[config.mk]
export PLATFORM = sky130hd
export DESIGN_NAME = interrupt_sequencer_flat
export DESIGN_NICKNAME = d
export VERILOG_FILES = /design/src/rtl/interrupt_sequencer_if.sv /design/src/rtl/interrupt_sequencer.sv /design/src/flat_wrapper.sv
export SDC_FILE = /design/constraint.sdc
export NUM_CORES = 1
export LEC_CHECK = 0
export ABC_CLOCK_PERIOD_IN_PS = 5000
export BUFFER_PORTS_ARGS = -buffer_cell sky130_fd_sc_hd__buf_2
export CELL_PAD_IN_SITES_DETAIL_PLACEMENT = 0
export CELL_PAD_IN_SITES_GLOBAL_PLACEMENT = 1
export CORE_ASPECT_RATIO = 1.75
export CORE_MARGIN = 2
export CORE_UTILIZATION = 39
export CTS_CLUSTER_SIZE = 14
export DETAILED_ROUTE_END_ITERATION = 6
export GPL_ROUTABILITY_DRIVEN = 0
export PLACE_DENSITY_LB_ADDON = 0.25
export RECOVER_POWER = 50
export SYNTH_ARGS = -nofsm -noshare
export SYNTH_HDL_FRONTEND = slang
export SYNTH_SLANG_ARGS = --single-unit
[constraint.sdc]
create_clock -name clk -period 5 [get_ports clk]
set_clock_uncertainty 0.1 [all_clocks]
set_input_delay 0.75 -clock clk [delete_from_list [all_inputs] [get_ports clk]]
set_output_delay 0.75 -clock clk [all_outputs]
set_load 0.01 [all_outputs]
[src/rtl/interrupt_sequencer_if.sv]
// Bus bundle between the interrupt sequencer, the priority interrupt controller
// (INT/INTACK/INTV), the return-PC stack port and the fetch redirect.
interface interrupt_sequencer_if #(
    parameter int ADDR_W = 16
);
    logic              INT;
    logic              INTACK;
    logic [2:0]        INTV;
    logic              push_valid;
    logic [ADDR_W-1:0] push_data;
    logic              push_ready;
    logic              jump_valid;
    logic [ADDR_W-1:0] jump_addr;

    modport master (
        input  INT, INTV, push_ready,
        output INTACK, push_valid, push_data, jump_valid, jump_addr
    );

    modport slave (
        output INT, INTV, push_ready,
        input  INTACK, push_valid, push_data, jump_valid, jump_addr
    );
endinterface

[src/rtl/interrupt_sequencer.sv]
// CPU-side interrupt entry sequencer: acknowledge, latch vector, push return PC, jump.
// Optional feature macro NESTED_INT_EN: 2-bit nesting depth instead of a single in_isr bit.
module interrupt_sequencer #(
    parameter int                ADDR_W          = 16,
    parameter logic [ADDR_W-1:0] VEC_BASE        = 16'h0010,
    parameter int                VEC_STRIDE_LOG2 = 2,
    parameter int                ACK_CYCLES      = 2
) (
    input  logic                  clk,
    input  logic                  reset,
    interrupt_sequencer_if.master bus,
    input  logic                  instr_bound,
    input  logic [ADDR_W-1:0]     pc_in,
    input  logic                  ie_set,
    input  logic                  ie_clr,
    input  logic                  reti,
    output logic                  busy,
    output logic                  in_isr,
    output logic                  ie
);

    typedef enum logic [2:0] {
        S_IDLE  = 3'd0,
        S_ACK   = 3'd1,
        S_LATCH = 3'd2,
        S_PUSH  = 3'd3,
        S_JUMP  = 3'd4
    } state_t;

    state_t            state_q, state_d;
    logic [3:0]        ack_cnt_q, ack_cnt_d;
    logic              intack_q, intack_d;
    logic              push_valid_q, push_valid_d;
    logic [ADDR_W-1:0] push_data_q, push_data_d;
    logic              jump_valid_q, jump_valid_d;
    logic [ADDR_W-1:0] jump_addr_q, jump_addr_d;
    logic [2:0]        vec_q, vec_d;
    logic              busy_q, busy_d;
    logic              ie_q, ie_d;
    logic              in_isr_q, in_isr_d;
    logic              accept_ok_s;
    logic              take_int_s;
    logic              reti_ok_s;
    logic              reti_restore_s;

`ifdef NESTED_INT_EN
    logic [1:0]        depth_q, depth_d;
`endif

    // Next-state, datapath and flag computation.
    always_comb begin
        state_d      = state_q;
        ack_cnt_d    = ack_cnt_q;
        intack_d     = intack_q;
        push_valid_d = push_valid_q;
        push_data_d  = push_data_q;
        jump_valid_d = 1'b0;
        jump_addr_d  = jump_addr_q;
        vec_d        = vec_q;

`ifdef NESTED_INT_EN
        accept_ok_s    = (depth_q != 2'd3);
        reti_restore_s = (depth_q == 2'd1);
`else
        accept_ok_s    = !in_isr_q;
        reti_restore_s = 1'b1;
`endif
        take_int_s = (state_q == S_IDLE) && bus.INT && ie_q && instr_bound && accept_ok_s;
        // A taken interrupt wins over a coincident reti at the same boundary.
        reti_ok_s  = reti && in_isr_q && (state_q == S_IDLE) && !take_int_s;

        case (state_q)
            S_IDLE: begin
                if (take_int_s) begin
                    state_d     = S_ACK;
                    push_data_d = pc_in;
                    ack_cnt_d   = 4'(ACK_CYCLES);
                end else begin
                    state_d = S_IDLE;
                end
            end
            S_ACK: begin
                // First ACK cycle keeps INTACK low so it rises one edge after entry.
                if (ack_cnt_q != 4'd0) begin
                    intack_d  = 1'b1;
                    ack_cnt_d = ack_cnt_q - 4'd1;
                end else begin
                    intack_d = 1'b0;
                    state_d  = S_LATCH;
                end
            end
            S_LATCH: begin
                vec_d        = bus.INTV;
                jump_addr_d  = VEC_BASE + (ADDR_W'(bus.INTV) << VEC_STRIDE_LOG2);
                push_valid_d = 1'b1;
                state_d      = S_PUSH;
            end
            S_PUSH: begin
                if (bus.push_ready) begin
                    push_valid_d = 1'b0;
                    jump_valid_d = 1'b1;
                    state_d      = S_JUMP;
                end else begin
                    push_valid_d = 1'b1;
                end
            end
            S_JUMP: begin
                state_d = S_IDLE;
            end
            default: begin
                state_d      = S_IDLE;
                intack_d     = 1'b0;
                push_valid_d = 1'b0;
                ack_cnt_d    = 4'd0;
            end
        endcase

        busy_d = (state_d != S_IDLE);

        if (take_int_s) begin
            ie_d = 1'b0;
        end else if (ie_clr) begin
            ie_d = 1'b0;
        end else if (ie_set) begin
            ie_d = 1'b1;
        end else if (reti_ok_s && reti_restore_s) begin
            ie_d = 1'b1;
        end else begin
            ie_d = ie_q;
        end

`ifdef NESTED_INT_EN
        if (take_int_s) begin
            depth_d = depth_q + 2'd1;
        end else if (reti_ok_s) begin
            depth_d = depth_q - 2'd1;
        end else begin
            depth_d = depth_q;
        end
        in_isr_d = (depth_d != 2'd0);
`else
        if (take_int_s) begin
            in_isr_d = 1'b1;
        end else if (reti_ok_s) begin
            in_isr_d = 1'b0;
        end else begin
            in_isr_d = in_isr_q;
        end
`endif
    end

    // State and registered-output flops.
    always_ff @(posedge clk or posedge reset) begin
        if (reset) begin
            state_q      <= S_IDLE;
            ack_cnt_q    <= 4'd0;
            intack_q     <= 1'b0;
            push_valid_q <= 1'b0;
            push_data_q  <= '0;
            jump_valid_q <= 1'b0;
            jump_addr_q  <= '0;
            vec_q        <= 3'd0;
            busy_q       <= 1'b0;
            ie_q         <= 1'b0;
            in_isr_q     <= 1'b0;
`ifdef NESTED_INT_EN
            depth_q      <= 2'd0;
`endif
        end else begin
            state_q      <= state_d;
            ack_cnt_q    <= ack_cnt_d;
            intack_q     <= intack_d;
            push_valid_q <= push_valid_d;
            push_data_q  <= push_data_d;
            jump_valid_q <= jump_valid_d;
            jump_addr_q  <= jump_addr_d;
            vec_q        <= vec_d;
            busy_q       <= busy_d;
            ie_q         <= ie_d;
            in_isr_q     <= in_isr_d;
`ifdef NESTED_INT_EN
            depth_q      <= depth_d;
`endif
        end
    end

    assign bus.INTACK     = intack_q;
    assign bus.push_valid = push_valid_q;
    assign bus.push_data  = push_data_q;
    assign bus.jump_valid = jump_valid_q;
    assign bus.jump_addr  = jump_addr_q;
    assign busy           = busy_q;
    assign in_isr         = in_isr_q;
    assign ie             = ie_q;

endmodule
[src/flat_wrapper.sv]
// flat-port wrapper written by rule: the top's interface ports become plain ports
module interrupt_sequencer_flat 
#(
    parameter int                ADDR_W          = 16,
    parameter logic [ADDR_W-1:0] VEC_BASE        = 16'h0010,
    parameter int                VEC_STRIDE_LOG2 = 2,
    parameter int                ACK_CYCLES      = 2
)
  (clk, reset, instr_bound, pc_in, ie_set, ie_clr, reti, busy, in_isr, ie, bus_INT, bus_INTV, bus_push_ready, bus_INTACK, bus_push_valid, bus_push_data, bus_jump_valid, bus_jump_addr);
  interrupt_sequencer_if #(.ADDR_W(ADDR_W)) bus_i ();
  input  logic clk;
  input  logic reset;
  input  logic instr_bound;
  input  logic [ADDR_W-1:0] pc_in;
  input  logic ie_set;
  input  logic ie_clr;
  input  logic reti;
  output logic busy;
  output logic in_isr;
  output logic ie;
  input wire logic [$bits(bus_i.INT)-1:0] bus_INT;
  input wire logic [$bits(bus_i.INTV)-1:0] bus_INTV;
  input wire logic [$bits(bus_i.push_ready)-1:0] bus_push_ready;
  output wire logic [$bits(bus_i.INTACK)-1:0] bus_INTACK;
  output wire logic [$bits(bus_i.push_valid)-1:0] bus_push_valid;
  output wire logic [$bits(bus_i.push_data)-1:0] bus_push_data;
  output wire logic [$bits(bus_i.jump_valid)-1:0] bus_jump_valid;
  output wire logic [$bits(bus_i.jump_addr)-1:0] bus_jump_addr;
  assign bus_i.INT = bus_INT;
  assign bus_i.INTV = bus_INTV;
  assign bus_i.push_ready = bus_push_ready;
  assign bus_INTACK = bus_i.INTACK;
  assign bus_push_valid = bus_i.push_valid;
  assign bus_push_data = bus_i.push_data;
  assign bus_jump_valid = bus_i.jump_valid;
  assign bus_jump_addr = bus_i.jump_addr;
  interrupt_sequencer #(.ADDR_W(ADDR_W), .VEC_BASE(VEC_BASE), .VEC_STRIDE_LOG2(VEC_STRIDE_LOG2), .ACK_CYCLES(ACK_CYCLES)) u_core (.clk(clk), .reset(reset), .bus(bus_i), .instr_bound(instr_bound), .pc_in(pc_in), .ie_set(ie_set), .ie_clr(ie_clr), .reti(reti), .busy(busy), .in_isr(in_isr), .ie(ie));
endmodule
==> results of run 1 <==
[sequential cells by signal (all words and copies together), names as in the netlist]
| name | count |
|---|---|
| u_core.busy | 1 |
| u_core.in_isr | 1 |
| u_core.bus.INTACK | 1 |
| u_core.bus.jump_valid | 1 |
| u_core.ie | 1 |
| u_core.ack_cnt_q | 4 |
| u_core.bus.jump_addr | 4 |
| u_core.state_q | 3 |
| u_core.bus.push_data | 16 |
| u_core.bus.push_valid | 1 |
[synth_stat cells]
cell | number | area share [%]
o21ai_1 | 1 | 0.32
ha_1 | 2 | 1.6
nor2b_1 | 1 | 0.40
o21ai_0 | 5 | 1.6
nor3_1 | 1 | 0.32
a22o_1 | 1 | 0.56
a21oi_1 | 1 | 0.32
a31oi_1 | 1 | 0.40
a22oi_1 | 1 | 0.48
mux2_2 | 11 | 8.0
a311oi_1 | 1 | 0.56
nor2_1 | 9 | 2.2
nand2_1 | 7 | 1.7
or3b_1 | 1 | 0.56
a211o_1 | 1 | 0.56
nor3b_2 | 1 | 0.81
or4_1 | 1 | 0.48
nand3b_1 | 1 | 0.48
conb_1 | 1 | 0.24
buf_6 | 2 | 1.5
buf_2 | 3 | 0.97
inv_1 | 5 | 1.2
a221oi_1 | 1 | 0.56
and3b_1 | 1 | 0.56
nand4b_4 | 1 | 1.5
nor3_2 | 1 | 0.64
o311ai_0 | 1 | 0.56
nor3b_1 | 1 | 0.48
buf_4 | 12 | 5.8
nor2_2 | 1 | 0.40
dfrtp_1 | 33 | 53
a21o_1 | 2 | 0.97
mux2i_1 | 1 | 0.64
mux2_4 | 8 | 7.7
a21boi_0 | 1 | 0.48
nand2b_1 | 3 | 1.2
[cells in the final DEF, fill, tap and decap left out, drive strengths merged, types with 2 or more instances in the layout]
| cell type | netlist | final |
|---|---|---|
| nor3 | 2 | 2 |
| ha | 2 | 2 |
| o21ai | 6 | 6 |
| buf | 17 | 47 |
| nand2 | 7 | 7 |
| inv | 5 | 5 |
| clkbuf | 0 | 11 |
| nor2 | 10 | 10 |
| conb | 1 | 12 |
| nand2b | 3 | 3 |
| mux2 | 19 | 19 |
| nor3b | 2 | 2 |
| dfrtp | 33 | 33 |
| a21o | 2 | 2 |
[critical path, stage by stage]
cell	delay [ns]
buf_2	0.09
inv_1	0.04
clkbuf_1	1.24
[final timing paths]
check	cells after the start	slack (ns)	end	startpoint
hold reg to reg	1	0.40	u_core.bus.jump_addr[2]	u_core.bus.jump_addr[2]
hold / removal	1	0.40	u_core.bus.jump_addr[2]	u_core.bus.jump_addr[2]
setup / recovery	3	2.82	u_core.bus.push_data[0]	reset
min in group asynchronous	3	0.97	u_core.bus.jump_addr[5]	reset
setup reg to reg	3	2.95	u_core.bus.push_data[3]	u_core.state_q[1]
max in group clk	4	2.92	u_core.bus.push_data[11]	instr_bound
[final cells by class]
cell class | instances | area [um^2] | share of cell area, %
tap | 48 | 60.1 | 3.24
inverter | 5 | 18.8 | 1.01
clock buffer | 5 | 68.8 | 3.71
sequential | 33 | 826 | 44.5
multi-input combinational | 81 | 619 | 33.4
clock inverter | 1 | 5.00 | 0.270
timing repair buffer | 53 | 258 | 13.9
[where the power goes]
group | switching, mW | internal (mW)
Combinational | 0.207 | 0.228
Sequential | 0.0970 | 0.385
Clock | 0.0863 | 0.0914
[per-stage QoR]
stage               instances  hold slack [ns]  instance area [um^2]  util, %  worst slack [ns]
detailed placement        220            0.391                  1790     46.4              2.59
finish                    226            0.402                  1860     48.0              2.82
global placement          220            0.387                  1790     46.4              2.68
CTS                       226            0.405                  1870     48.3              2.91
global route              226            0.426                  1860     48.0              2.37
floorplan                 136            0.396                  1590        -              3.20
[kinds of logic (layout without fill, tap and decap cells)]
kind of cell | after synthesis | after routing | synth area share (%)
adders and majority gates | 2 | 2 | 1.61
other | 1 | 12 | 0.242
DFF | 33 | 33 | 53.2
buffers and inverters | 22 | 64 | 9.43
and+or+nand+nor | 30 | 30 | 11.8
AOI/OAI and AO/OA | 17 | 17 | 7.41
muxes | 20 | 20 | 16.4
[layer usage]
metal,global-route usage [%],up-vias,wire [um]
li1,-,509,-
met1,15.1,507,1080
met2,27.7,31,1840
met3,4.47,4,147
met4,5.74,0,33
met5,0,-,0
==> metrics, run 1 <==
outcome=finished with violations; violated checks=capacitance limit, slew limit; Synth Warn #=0; die height=87.5 um; clk slew on worst S/H paths=0.06 ns; Root Driver=clkbuf_8; Inserted Clock Buffers=5; GRT Overall Usage=14.9%; Distinct cells, synth=36; RSZ-0062 raised after global routing=no; area delta synth->final=19.5%; Hold Vio Cnt, Final=0; syn_area_per_cell=12.4 um^2; DR pass1 iterations=4; initial antenna violation count=0; Initial Util=40.2%; cell count after synthesis=125; Antenna Diode Count=0; min Tclk post-route=2.18 ns; htree depth=2; die width=51.7 um; Num Clock Sinks=33; CTS Buffer Depth=2; TNS Setup=0 ns; #FFs+latches synth=33; largest net degree at the start of global routing=34; fin crit share=43.6%; crit path max fanout=33; # IOs=65; peak supply drop=0.000317 V; CTS tree=yes; initial DRC count=19; Filler cells=366; Detail Route Antenna Nets=0; Port-buffer cells=52; drt drc=0; layout net count=208; Lkg Pwr=1.00 nW; total power=1.09 mW; layout cells sized above 1=42.1%; WL final=3100 um; routed len/inst=13.7 um; # Post-CTS Setup Buffers=0; CP endpoint kind=async pin; Worst-Skew Late Latency=0.27 ns; Post-Syn Area=1550 um^2; Post-CTS Hold Fix Bufs=0; DPL Wire Length=2380 um; Crit path arrival time=2.14 ns; DIE AREA=4520 um^2; GR Overflow Total=0; power per cell area=590 nW/um^2; detailed-route vias per instance=4.65; final setup vio count=0; global-route wire length before repair=5040 um; HP Class=register to register; Vias=1051; Max-Cap Viols=1; Pins Over Slew Limit=34; register area share after synthesis=53.2%; FMAX=0.458 GHz; relative slew slack=-15.9%; Worst Tran Pin Value=1.74 ns; CP Launch Type=input pin; # rows=30; vias in the first global route=1130; post-cts sizing count=0; core footprint=3870 um^2; worst path required time=4.96 ns; critical path type=input pin to async pin
Note: power is estimated with default switching activity, not from simulation.
==> run 2, diff against run 1 <==
- ABC_AREA: not set -> 1
- ABC_CLOCK_PERIOD_IN_PS: 5000 -> 1970
- CORE_UTILIZATION: 39 -> 30
- clock period: 5 -> 1.97 ns (I/O delays scaled with it)
==> run 2 against run 1 <==
The flow now finishes without violations. Via count increased by 20%. Area after synthesis decreased by 2.3%. Critical path type is now register to register. Largest power group unchanged. Non-clock buffer count increased by 1. Register-to-register slack got worse by 2.4 ns.
==> metrics, run 2 <==
final hold slack=0.0661 ns; DIE AREA=5660 um^2; FMAX=0.696 GHz; RSZ-0062 raised after global routing=no; routed len/inst=11.4 um; Worst Tran Pin Value=0.810 ns; # IOs=65; syn_area_per_cell=8.38 um^2; Post-Syn Area=1520 um^2; DR pass1 iterations=4; Synth area leader=dfrtp_1; die width=57.7 um; total power=2.82 mW; Vias=1264; CP endpoint kind=register; post-cts sizing count=0; register area share after synthesis=54.5%; fin crit share=72.9%; core footprint=4930 um^2; Detail Route Antenna Nets=0; crit path to=u_core.bus.push_data[9]; crit path max fanout=17; HP Class=input pin to register; commonest non-fill, non-tap cell in the layout=nand2_1; largest net degree at the start of global routing=34; Pint=1.76 mW; final setup vio count=0; # rows=34; reg2reg end=u_core.bus.push_data[9]; layout net count=267; htree depth=2; Hold Crit Depth=2; Synth top area share=54.5%; cell count after synthesis=181; Hold Vio Cnt, Final=0; clock group share of total power=22.7%; CTS tree=yes; Crit path arrival time=1.55 ns; #FFs+latches synth=33; Root Driver=clkbuf_8; Sw Ratio=37.6%; die height=98.1 um; TNS Setup=0 ns; number of synthesized flops with an enable pin=0; FF-to-FF setup slack=0.53 ns; GRT Overall Usage=13.0%; min Tclk post-route=1.44 ns; power per cell area=1510 nW/um^2; most frequent cells in the layout=nand2_1, buf_2, dfrtp_1, inv_1, clkbuf_1; final non-filler cell total=293; Synth Warn #=0; Post-CTS Hold Fix Bufs=0; DPL Wire Length=2630 um; peak supply drop=0.000748 V; critical path type=register to register; placed insts=285; RR Startpoint=u_core.state_q[2]; combinational power share=37.4%; Pins Over Slew Limit=0; Seq pwr share=39.9%; outcome=finished clean; most frequent cell after synthesis=nand2_1; list of most frequent post-synthesis cells=nand2_1, dfrtp_1, inv_1, buf_4, nor2_1; clk slew on worst S/H paths=0.07 ns; max reg flops=16; Post-synth ARST share=100%; GR Overflow Total=0; Initial Util=30.7%; CTS Buffer Depth=2; crit path launch=u_core.state_q[2]; Synth area leaders=dfrtp_1, nand2_1, buf_4; WL final=3340 um; Distinct cells, synth=20; initial DRC count=11; detailed-route vias per instance=4.31; relative slew slack=46.0%; vias in the first global route=1314; Filler cells=534; Max-Cap Viols=0; Inserted Clock Buffers=5; r2r worst-path depth=7; Num Clock Sinks=33; layout cells sized above 1=23.4%; # Post-CTS Setup Buffers=0; Synth Flop Type=dfrtp_1; Port-buffer cells=52; global-route wire length before repair=5680 um; Worst-Skew Late Latency=0.27 ns; worst path required time=2.08 ns; instance area at placement=1780 um^2; Antenna Diode Count=0; area delta synth->final=23.6%; CP Launch Type=register; Lkg Pwr=1.08 nW; drt drc=0; Finished Cell Area=1870 um^2; initial antenna violation count=0; Net Switching=1.06 mW
run 2: how the worst min path moves through the flow:
| stage | startpoint | endpoint | slack (ns) |
|---|---|---|---|
| finish | ie_clr | u_core.ie | 0.07 |
| detailed placement | reset | u_core.bus.push_data[15] | 0.32 |
| global placement | reset | u_core.bus.push_data[15] | 0.31 |
| floorplan | ie_clr | u_core.ie | 0.27 |
| CTS | reset | u_core.bus.jump_addr[5] | 0.009 |
| global route | ie_clr | u_core.ie | 0.06 |
run 2: worst max-delay path, cell delays in order (launching register included):
cell     delay, ns
dfrtp_1       0.42
inv_2         0.10
nand2_2       0.06
nor2_2        0.13
nand2_2       0.15
inv_2         0.27
nand2_1       0.08
nand2_1       0.07
run 2: logic make-up after synthesis:
logic type      synth area share (%)
other cells                    0.247
compound gates                  2.81
simple gates                    27.9
buf+inv                         12.4
fa+ha+maj                       1.65
flops                           54.5
xor+xnor                       0.578
run 2: layout make-up:
type | instances | area (um^2) | area share [%]
Clock buffer | 7 | 86.3 | 4.61
Clock inverter | 1 | 30.0 | 1.60
Inverter | 17 | 63.8 | 3.40
Multi-Input combinational cell | 127 | 544 | 29.0
Sequential cell | 33 | 826 | 44.1
Tap cell | 54 | 67.6 | 3.60
Timing Repair Buffer | 54 | 256 | 13.7
run 2: per-stage QoR:
| stage | worst slack, ns | util (%) |
|---|---|---|
| after floorplan | 0.675 | - |
| after global placement | 0.534 | 36.0 |
| after detailed placement | 0.503 | 36.0 |
| after CTS | 0.485 | 38.4 |
| after global routing | 0.356 | 38.0 |
| final | 0.533 | 38.0 |
run 2: power by group through the flow:
stage	combinational [mW]	clock (mW)	sequential, mW
floorplan	0.617	0	1.22
global route	1.22	0.693	1.16
finish	1.06	0.641	1.13
CTS	1.12	0.666	1.13
global placement	1.12	0	1.13
detailed placement	1.11	0	1.14
run 2: layer usage:
layer | routed length [um] | GRT usage (%) | up-vias
met1 | 1180 | 13.6 | 582
met5 | 0 | 0 | -
li1 | - | - | 635
met4 | 102 | 6.08 | 0
met2 | 1900 | 23.6 | 38
met3 | 161 | 3.05 | 9
==> run 3, diff against run 2 <==
- ABC_CLOCK_PERIOD_IN_PS: 1970 -> 1460
- CORE_UTILIZATION: 30 -> 33
- clock period: 1.97 -> 1.46 ns (I/O delays scaled with it)
==> run 3 against run 2 <==
Cell count up 1.4%. Routed wire length fell by 2.3%. First-iteration DRC count is 45% lower. Sequential share of layout area is 2.2 points lower. Total power increased by 41%. Non-clock buffer count rose by 7. Core utilization grew 6.8 points. Via count shrank 1.2%. Register-to-register slack lost 0.44 ns. Sequential power rose by 34%. Critical path type unchanged. Critical endpoint is now u_core.ack_cnt_q[1]. Largest cell class unchanged. Highest routed layer unchanged.
==> metrics, run 3 (synthesis results as in run 2) <==
met3 wire len=136 um; DPL Wire Length=2410 um; Root Driver=clkbuf_8; Worst-Skew Late Latency=0.27 ns; Sw Ratio=37.5%; detailed-route vias per instance=4.21; outcome=finished clean; area delta synth->final=30.0%; FMAX=0.730 GHz; Antenna Diode Count=0; initial antenna violation count=0; DIE AREA=5180 um^2; vias in the first global route=1207; HP Class=input pin to register; Pins Over Slew Limit=0; met1 WL=1240 um; initial DRC count=6; Hold Vio Cnt, Final=0; core footprint=4400 um^2; final non-filler cell total=297; layout cells sized above 1=27.6%; combinational power share=40.0%; WP buf/inv=2; Crit path arrival time=1.49 ns; placed insts=285; Finished Cell Area=1970 um^2; Port-buffer cells=52; global-route wire length before repair=5260 um; TNS Setup=0 ns; most frequent cells in the layout=nand2_1, buf_2, dfrtp_1, clkbuf_1; CTS tree=yes; layout net count=274; Pint=2.49 mW; CP endpoint kind=register; final setup vio count=0; CP Launch Type=register; metal2 WL=1840 um; cell mode on critical path=nand2_1; Num Clock Sinks=33; Detail Route Antenna Nets=0; Seq pwr share=38.0%; relative slew slack=51.2%; instance area at placement=1810 um^2; Initial Util=34.4%; critical path's largest stage delay=0.38 ns; max reg flops=16; Lkg Pwr=1.12 nW; clk slew on worst S/H paths=0.07 ns; max layer used=met4; cell family with most CP delay=flip-flops; Slowest-stage cell, CP=dfrtp_1; worst-path cell chain=inv_2, buf_4, ha_1, a211oi_1, nand2_1, nand2_1; # IOs=65; Vias=1249; die height=93.7 um; largest net degree at the start of global routing=34; GR Overflow Total=0; peak supply drop=0.000892 V; crit path max fanout=3; clock group share of total power=22.0%; Worst Tran Pin Value=0.732 ns; die width=55.2 um; commonest non-fill, non-tap cell in the layout=nand2_1; WL final=3260 um; power per cell area=2020 nW/um^2; DR pass1 iterations=2; Net Switching=1.49 mW; Inserted Clock Buffers=5; worst path required time=1.58 ns; htree depth=2; Max-Cap Viols=0; routed len/inst=11.0 um; # rows=32; min Tclk post-route=1.37 ns; critical path type=register to register; fin crit share=93.8%; drt drc=0; CTS Buffer Depth=2; GRT Overall Usage=13.0%
==> run 3: changes by cell type in the layout (fill, tap and decap cells not counted), sizes merged <==
cell,delta
dlygate4sd3,+2
buf,+7
clkbuf,-2
==> run 3: per-stage QoR <==
step           setup WS [ns]  power [mW]  hold WS, ns  util, %
2_1_floorplan          0.165        2.48        0.189        -
3_3_place_gp          0.0491        3.07        0.237     41.1
3_5_place_dp          0.0528        3.07        0.237     41.1
4_1_cts               0.0258        3.98       0.0202     44.1
5_1_grt              -0.0135        4.34       0.0383     44.8
6_report              0.0902        3.97       0.0328     44.8
==> run 3: final cells by class <==
| type | instances | area [um^2] |
|---|---|---|
| clock buffer | 7 | 86.3 |
| clock inverter | 1 | 30.0 |
| fill | 497 | 2430 |
| inverter | 17 | 66.3 |
| multi-input combinational | 127 | 572 |
| sequential | 33 | 826 |
| tap | 51 | 63.8 |
| timing repair buffer | 61 | 328 |
==> run 3: metal layers <==
layer  vias up  track usage (%)
met5         -                0
li1        655                -
met2        29             23.6
met3         4             2.75
met4         0             6.10
met1       561             14.0
==> run 3: final timing paths <==
check	cells past startpoint	endpoint	from	slack [ns]
max in group asynchronous	4	u_core.ack_cnt_q[3]	reset	0.21
worst max register to register	6	u_core.ack_cnt_q[1]	u_core.ack_cnt_q[0]	0.09
worst min-delay path	3	u_core.bus.push_data[3]	pc_in[3]	0.03
worst max-delay path	6	u_core.ack_cnt_q[1]	u_core.ack_cnt_q[0]	0.09
worst min register to register	2	u_core.bus.push_data[12]	u_core.bus.push_data[12]	0.38
min in group asynchronous	4	u_core.bus.push_data[11]	reset	0.59
==> run 3: what timing repair did <==
action                     4_1_cts  5_1_grt
hold endpoints to repair        34        0
resized for setup                0       11
buffers inserted                 0        2
setup endpoints to repair        0       22
hold buffers                     2        0
==> run 3: power by group through the flow <==
stage	sequential, mW	clock (mW)	combinational, mW
finish	1.51	0.876	1.59
global route	1.56	0.932	1.84
CTS	1.50	0.910	1.57
detailed placement	1.52	0	1.56
global placement	1.52	0	1.55
floorplan	1.65	0	0.833
==> run 3: worst register-to-register path, stage by stage (launching register included) <==
cell	delay, ns
dfrtp_1	0.38
inv_2	0.07
buf_4	0.13
ha_1	0.28
a211oi_1	0.22
nand2_1	0.07
nand2_1	0.06
